==> src/rtl/reg_bank_gen.sv <==
// Nibble-wide register bank: jump register, output register, program counter,
// optional return stack (compiled in with `define REG_BANK_STACK_EN).
module reg_bank_gen #(
  parameter int unsigned NIB_W     = 4,
  parameter int unsigned PA_NIBS   = 2,
  parameter int unsigned OR_NIBS   = 2,
  parameter int unsigned IR_NIBS   = 2,
  parameter int unsigned STK_DEPTH = 4
) (
  input  logic                       CLK,
  input  logic                       RST,
  input  logic [NIB_W-1:0]           STOREBUS,
  input  logic                       ST_EN,
  input  logic [7:0]                 ST_SEL,
  input  logic                       OUT_EN,
  input  logic [7:0]                 OUT_SEL,
  output logic [NIB_W-1:0]           LOADBUS,
  output logic                       LOADBUS_OE,
  input  logic                       PC_INC,
  input  logic                       PC_LD,
  input  logic                       CALL,
  input  logic                       RET,
  input  logic [IR_NIBS*NIB_W-1:0]   IR,
  output logic [PA_NIBS*NIB_W-1:0]   PA,
  output logic [OR_NIBS*NIB_W-1:0]   OR,
  output logic                       STK_ERR
);

  localparam int unsigned PA_W = PA_NIBS * NIB_W;
  localparam int unsigned OR_W = OR_NIBS * NIB_W;

  logic [PA_W-1:0] jr_q;
  logic [PA_W-1:0] pc_q;
  logic [OR_W-1:0] or_q;

  // Nibble stores into JR and OR
  always_ff @(posedge CLK or posedge RST) begin
    if (RST) begin
      jr_q <= '0;
      or_q <= '0;
    end else if (ST_EN) begin
      for (int unsigned k = 0; k < PA_NIBS; k++) begin
        if (ST_SEL == 8'(k)) begin
          jr_q[k*NIB_W +: NIB_W] <= STOREBUS;
        end
      end
      for (int unsigned k = 0; k < OR_NIBS; k++) begin
        if (ST_SEL == 8'(PA_NIBS + k)) begin
          or_q[k*NIB_W +: NIB_W] <= STOREBUS;
        end
      end
    end
  end

  // Load bus reads pre-edge register contents, so a same-cycle store is not visible
  always_comb begin
    LOADBUS    = '0;
    LOADBUS_OE = 1'b0;
    if (OUT_EN) begin
      for (int unsigned k = 0; k < PA_NIBS; k++) begin
        if (OUT_SEL == 8'(k)) begin
          LOADBUS    = jr_q[k*NIB_W +: NIB_W];
          LOADBUS_OE = 1'b1;
        end
      end
      for (int unsigned k = 0; k < IR_NIBS; k++) begin
        if (OUT_SEL == 8'(PA_NIBS + k)) begin
          LOADBUS    = IR[k*NIB_W +: NIB_W];
          LOADBUS_OE = 1'b1;
        end
      end
    end
  end

`ifdef REG_BANK_STACK_EN
  localparam int unsigned SP_W = $clog2(STK_DEPTH + 1);

  logic [SP_W-1:0] sp_q;
  logic [PA_W-1:0] stk_q [STK_DEPTH];
  logic            err_q;
  logic [PA_W-1:0] top_c;
  logic            full_c;
  logic            empty_c;

  assign full_c  = (sp_q == SP_W'(STK_DEPTH));
  assign empty_c = (sp_q == '0);

  // Top-of-stack entry sits just below the stack pointer
  always_comb begin
    top_c = '0;
    for (int unsigned e = 0; e < STK_DEPTH; e++) begin
      if (sp_q == SP_W'(e + 1)) begin
        top_c = stk_q[e];
      end
    end
  end

  // PC update with RET > CALL > PC_LD > PC_INC priority
  always_ff @(posedge CLK or posedge RST) begin
    if (RST) begin
      pc_q  <= '0;
      sp_q  <= '0;
      err_q <= 1'b0;
      for (int unsigned e = 0; e < STK_DEPTH; e++) begin
        stk_q[e] <= '0;
      end
    end else if (RET) begin
      if (!empty_c) begin
        pc_q <= top_c;
        sp_q <= sp_q - SP_W'(1);
      end else begin
        err_q <= 1'b1;
      end
    end else if (CALL) begin
      if (!full_c) begin
        for (int unsigned e = 0; e < STK_DEPTH; e++) begin
          if (sp_q == SP_W'(e)) begin
            stk_q[e] <= pc_q + PA_W'(1);
          end
        end
        sp_q <= sp_q + SP_W'(1);
      end else begin
        err_q <= 1'b1;
      end
      pc_q <= jr_q;
    end else if (PC_LD) begin
      pc_q <= jr_q;
    end else if (PC_INC) begin
      pc_q <= pc_q + PA_W'(1);
    end
  end

  assign STK_ERR = err_q;
`else
  logic unused_c;

  // Stack controls have no effect in this build
  assign unused_c = CALL ^ RET ^ (STK_DEPTH == 0);

  always_ff @(posedge CLK or posedge RST) begin
    if (RST) begin
      pc_q <= '0;
    end else if (PC_LD) begin
      pc_q <= jr_q;
    end else if (PC_INC) begin
      pc_q <= pc_q + PA_W'(1);
    end
  end

  assign STK_ERR = 1'b0;
`endif

  assign PA = pc_q;
  assign OR = or_q;

endmodule

==> config.mk <==
export PLATFORM = sky130hd
export DESIGN_NAME = reg_bank_gen
export DESIGN_NICKNAME = d
export VERILOG_FILES = /design/src/rtl/reg_bank_gen.sv
export SDC_FILE = /design/constraint.sdc
export NUM_CORES = 1
export LEC_CHECK = 0
export ABC_AREA = 0
export ABC_CLOCK_PERIOD_IN_PS = 1600
export CAP_MARGIN = 10
export CORE_ASPECT_RATIO = 1.25
export CORE_MARGIN = 1.5
export CORE_UTILIZATION = 40
export DETAILED_ROUTE_END_ITERATION = 8
export GPL_ROUTABILITY_DRIVEN = 0
export GPL_TIMING_DRIVEN = 0
export PLACE_DENSITY = 0.89
export SYNTH_ARGS = -nofsm -noshare
export SYNTH_HDL_FRONTEND = slang
export SYNTH_SLANG_ARGS = --single-unit
==> constraint.sdc <==
create_clock -name CLK -period 1.6 [get_ports CLK]
set_input_delay 0.16 -clock CLK [delete_from_list [all_inputs] [get_ports CLK]]
set_output_delay 0.16 -clock CLK [all_outputs]
set_load 0.1 [all_outputs]
==> summary.md <==
| Metric | Value |
|---|---|
| Run status | finished, violations left |
| Failing checks | setup timing |
| Worst reg2reg endpoint | PA[6]$_DFFE_PP0P_ |
| Hold Vio Cnt, Final | 0 |
| Max Cap Violations | 0 |
| Crit Path Class | flop to output port |
| Syn avg cell area | 12.1 sq um |
| CP Launch Point | jr_q[6]$_DFFE_PP0P_ |
| Cells after Synth | 102 |
| Chip width | between 50 and 60 um |
| DR iter-0 viols | 25 |
| Number of buffers created by CTS | 3 |
| Netlist cell types | 25 |
| Worst-case clock buffer depth | 2 |
| Min cycle time layout | roughly 1.7 ns |
| CP arrival | about 1.6 ns |
| GRT Util Overall | 23.8% |
| Clock sinks | 24 |
| Tcrit/Tclk final | 107% |
| #FFs+latches synth | 24 |
| F_max | 584 MHz |
| Unrepaired setup endpoints after global routing | yes |
| Final WL | approximately 3600 um |
| Critical-path cell list | mux4_2, and3_4, buf_12 |
| Commonest non-fill, non-tap cell in the layout | clkdlybuf4s50_1 |
| Setup crit end kind | output port |
| Hold Crit Class | input pin to flop |
| Slew @ Worst Pin | 0.944 ns |
| Rel. slew slack | between 30% and 40% |
| Starting Density | between 40% and 50% |
| CTS clock-pin slew for the worst setup and hold paths | around 0.14 ns |
| Synth Cell Area | approximately 0.0012 sq mm |
| Number of fill cells in the layout | between 150 and 200 |
| Die height | between 60 and 70 um |
| Worst r2r src | PA[0]$_DFFE_PP0P_ |
| Register area share after synthesis | between 40 and 50% |
| Max incr delay on CP | about 0.46 ns |
| IO Pins | 58 |
| # H-tree levels | 1 |
| Worst-case reg-to-reg path depth | 4 |
| Crit path max-delay family | multiplexers |
| Syn_nets | approximately 140 |
| Root Buffer Master | clkbuf_4 |
| VDD IR-drop max | 0.655 mV |
| Worst setup path end | LOADBUS[2] |
| CP max FO | 2 |
| Final Max Tran Viols | 0 |
| Initial DRT Pass Iterations | 4 |
| Worst path depth | 3 |
| Slowest cell on crit path | mux4_2 |
| CP bufs+invs | 1 |
| Leakage | between 0.8 and 0.9 nW |
| PnR worst setup slack | -0.113 ns |
| Endpoints failing setup | 4 |
| Overflow after GRT | 0 |
| Number of core rows | 22 |
| Post-DR vias/cell | 5.52 |
| WP data required | 1.44 ns |
| Worst Skew | 0.00195 ns |
| Synthesis warning total | 0 |
| Port Buffers | 52 |
| R2R setup slack | around 0.26 ns |
| Most frequent cells in the layout | clkdlybuf4s50_1 (29), dfrtp_1 (17), mux2_2 (16), clkdlybuf4s15_2 (16) |
| Drt drc | 0 |
| CTS tree | built |
| Initial antenna violation count | 0 |
| CTS Hold Bufs | 0 |
| Clock Latency Late Sink | between 0.3 and 0.4 ns |
| Fraction of layout cells with a size suffix above 1 | a little over two fifths |
| WHS | 0.209 ns |
| Detail Route Antenna Nets | 0 |
| Final HPWL from detailed placement | between 2000 and 3000 um |
| Vias in the first global route | ~1300 |
| Core Region | between 0.002 and 0.003 sq mm |
| First-pass GRT wire length | just under 6000 um |
| Number of cells on the worst hold path | 3 |
| Power per cell area | 773 mW/mm^2 |
| Startpoint types | flop |
| DR WL/cell | roughly 18 um |
| Routed via count | 1121 |
| Setup tns final | -0.442 ns |
| Largest net degree at the start of global routing | 25 |
| Nets | roughly 200 |
| Antenna cells | 0 |
| Die area | about 0.0034 sq mm |
| Area delta synth->final | 64.8% |
==> power breakdown <==
part,internal [W],switching [W],leakage (nW)
logic,0.000162,0.000278,0.528
clock network,0.000254,0.000203,0.0279
registers,0.000642,0.0000314,0.319
==> cell usage after synthesis <==
library cell / instances / area share (%)
dfrtp_1: 24 / 49
mux2_2: 16 / 15
nand2_1: 10 / 3.0
o21ai_0: 8 / 3.2
nand3_1: 5 / 2.0
nand4_1: 5 / 2.5
and3_1: 4 / 2.0
mux4_2: 4 / 7.3
nor2b_1: 3 / 1.5
or4_1: 3 / 1.8
xor2_1: 3 / 2.1
clkbuf_1: 2 / 0.61
inv_1: 2 / 0.61
nand4b_1: 2 / 1.4
and4bb_2: 1 / 1.0
buf_2: 1 / 0.41
buf_4: 1 / 0.61
conb_1: 1 / 0.30
ha_1: 1 / 1.0
mux2i_1: 1 / 0.81
nor3_1: 1 / 0.41
nor3b_1: 1 / 0.61
nor4_4: 1 / 1.7
nor4b_1: 1 / 0.71
xnor2_1: 1 / 0.71
==> through the flow <==
step	setup WS (ns)	util [%]	power (W)	std cells	area (sq um)
finish	-0.113	68.9	0.00157	203	2030
global route	-0.163	68.9	0.00163	203	2030
CTS	-0.155	68.3	0.00157	201	2010
detailed placement	-1.25	61.5	0.00111	190	1810
global placement	-1.18	61.5	0.00109	190	1810
floorplan	-0.0381	-	0.000944	102	1250
==> timing repair <==
item,CTS,global route
resized for setup,100,1
setup endpoints to repair,21,18
buffers inserted,7,2
pin swaps,0,5
==> worst min path at each step <==
stage / startpoint / to
5_1_grt: PC_INC / PA[0]$_DFFE_PP0P_
6_report: PC_INC / PA[0]$_DFFE_PP0P_
3_5_place_dp: OR[0]$_DFFE_PP0P_ / OR[0]$_DFFE_PP0P_
2_1_floorplan: RST / OR[0]$_DFFE_PP0P_
3_3_place_gp: OR[6]$_DFFE_PP0P_ / OR[6]$_DFFE_PP0P_
4_1_cts: PC_INC / PA[0]$_DFFE_PP0P_
==> tightest hold or removal path: stages <==
cell,delay (ns)
buf_2,0.15
xnor2_1,0.15
o21ai_0,0.07
==> routing by layer <==
| metal | track usage, % | vias to the layer above | part of all wire (%) |
|---|---|---|---|
| li1 | - | 509 | - |
| met1 | 27.4 | 539 | 37 |
| met2 | 40.3 | 62 | 53 |
| met3 | 5.76 | 11 | 6.6 |
| met4 | 11.2 | 0 | 2.8 |
| met5 | 0 | - | 0 |
==> cell families (layout without fill, tap and decap cells) <==
kind of cell,Yosys count,in the layout,synth area share [%]
and+or+nand+nor,37,37,18.9
xor gates and xnor gates,4,4,2.84
muxes,21,21,22.7
DFF,24,24,48.7
other,1,1,0.304
adders and majority gates,1,1,1.02
AOI/OAI and AO/OA,8,8,3.25
buffers and inverters,6,71,2.23
==> flip-flops by register name, summed over array words and instances (netlist names) <==
name  cells
PA        8
OR        8
jr_q      8
==> area by class of cell <==
| cell class | instances | area, sq um | area share [%] |
|---|---|---|---|
| Sequential cell | 24 | 609 | 30.0 |
| Clock buffer | 3 | 22.5 | 1.11 |
| Multi-Input combinational cell | 72 | 649 | 32.0 |
| Clock inverter | 1 | 30.0 | 1.48 |
| Buffer | 4 | 20.0 | 0.986 |
| Inverter | 2 | 7.51 | 0.370 |
| Timing Repair Buffer | 61 | 647 | 31.9 |
| Tap cell | 36 | 45.0 | 2.22 |
No activity file was read; power rests on OpenSTA's default activity.
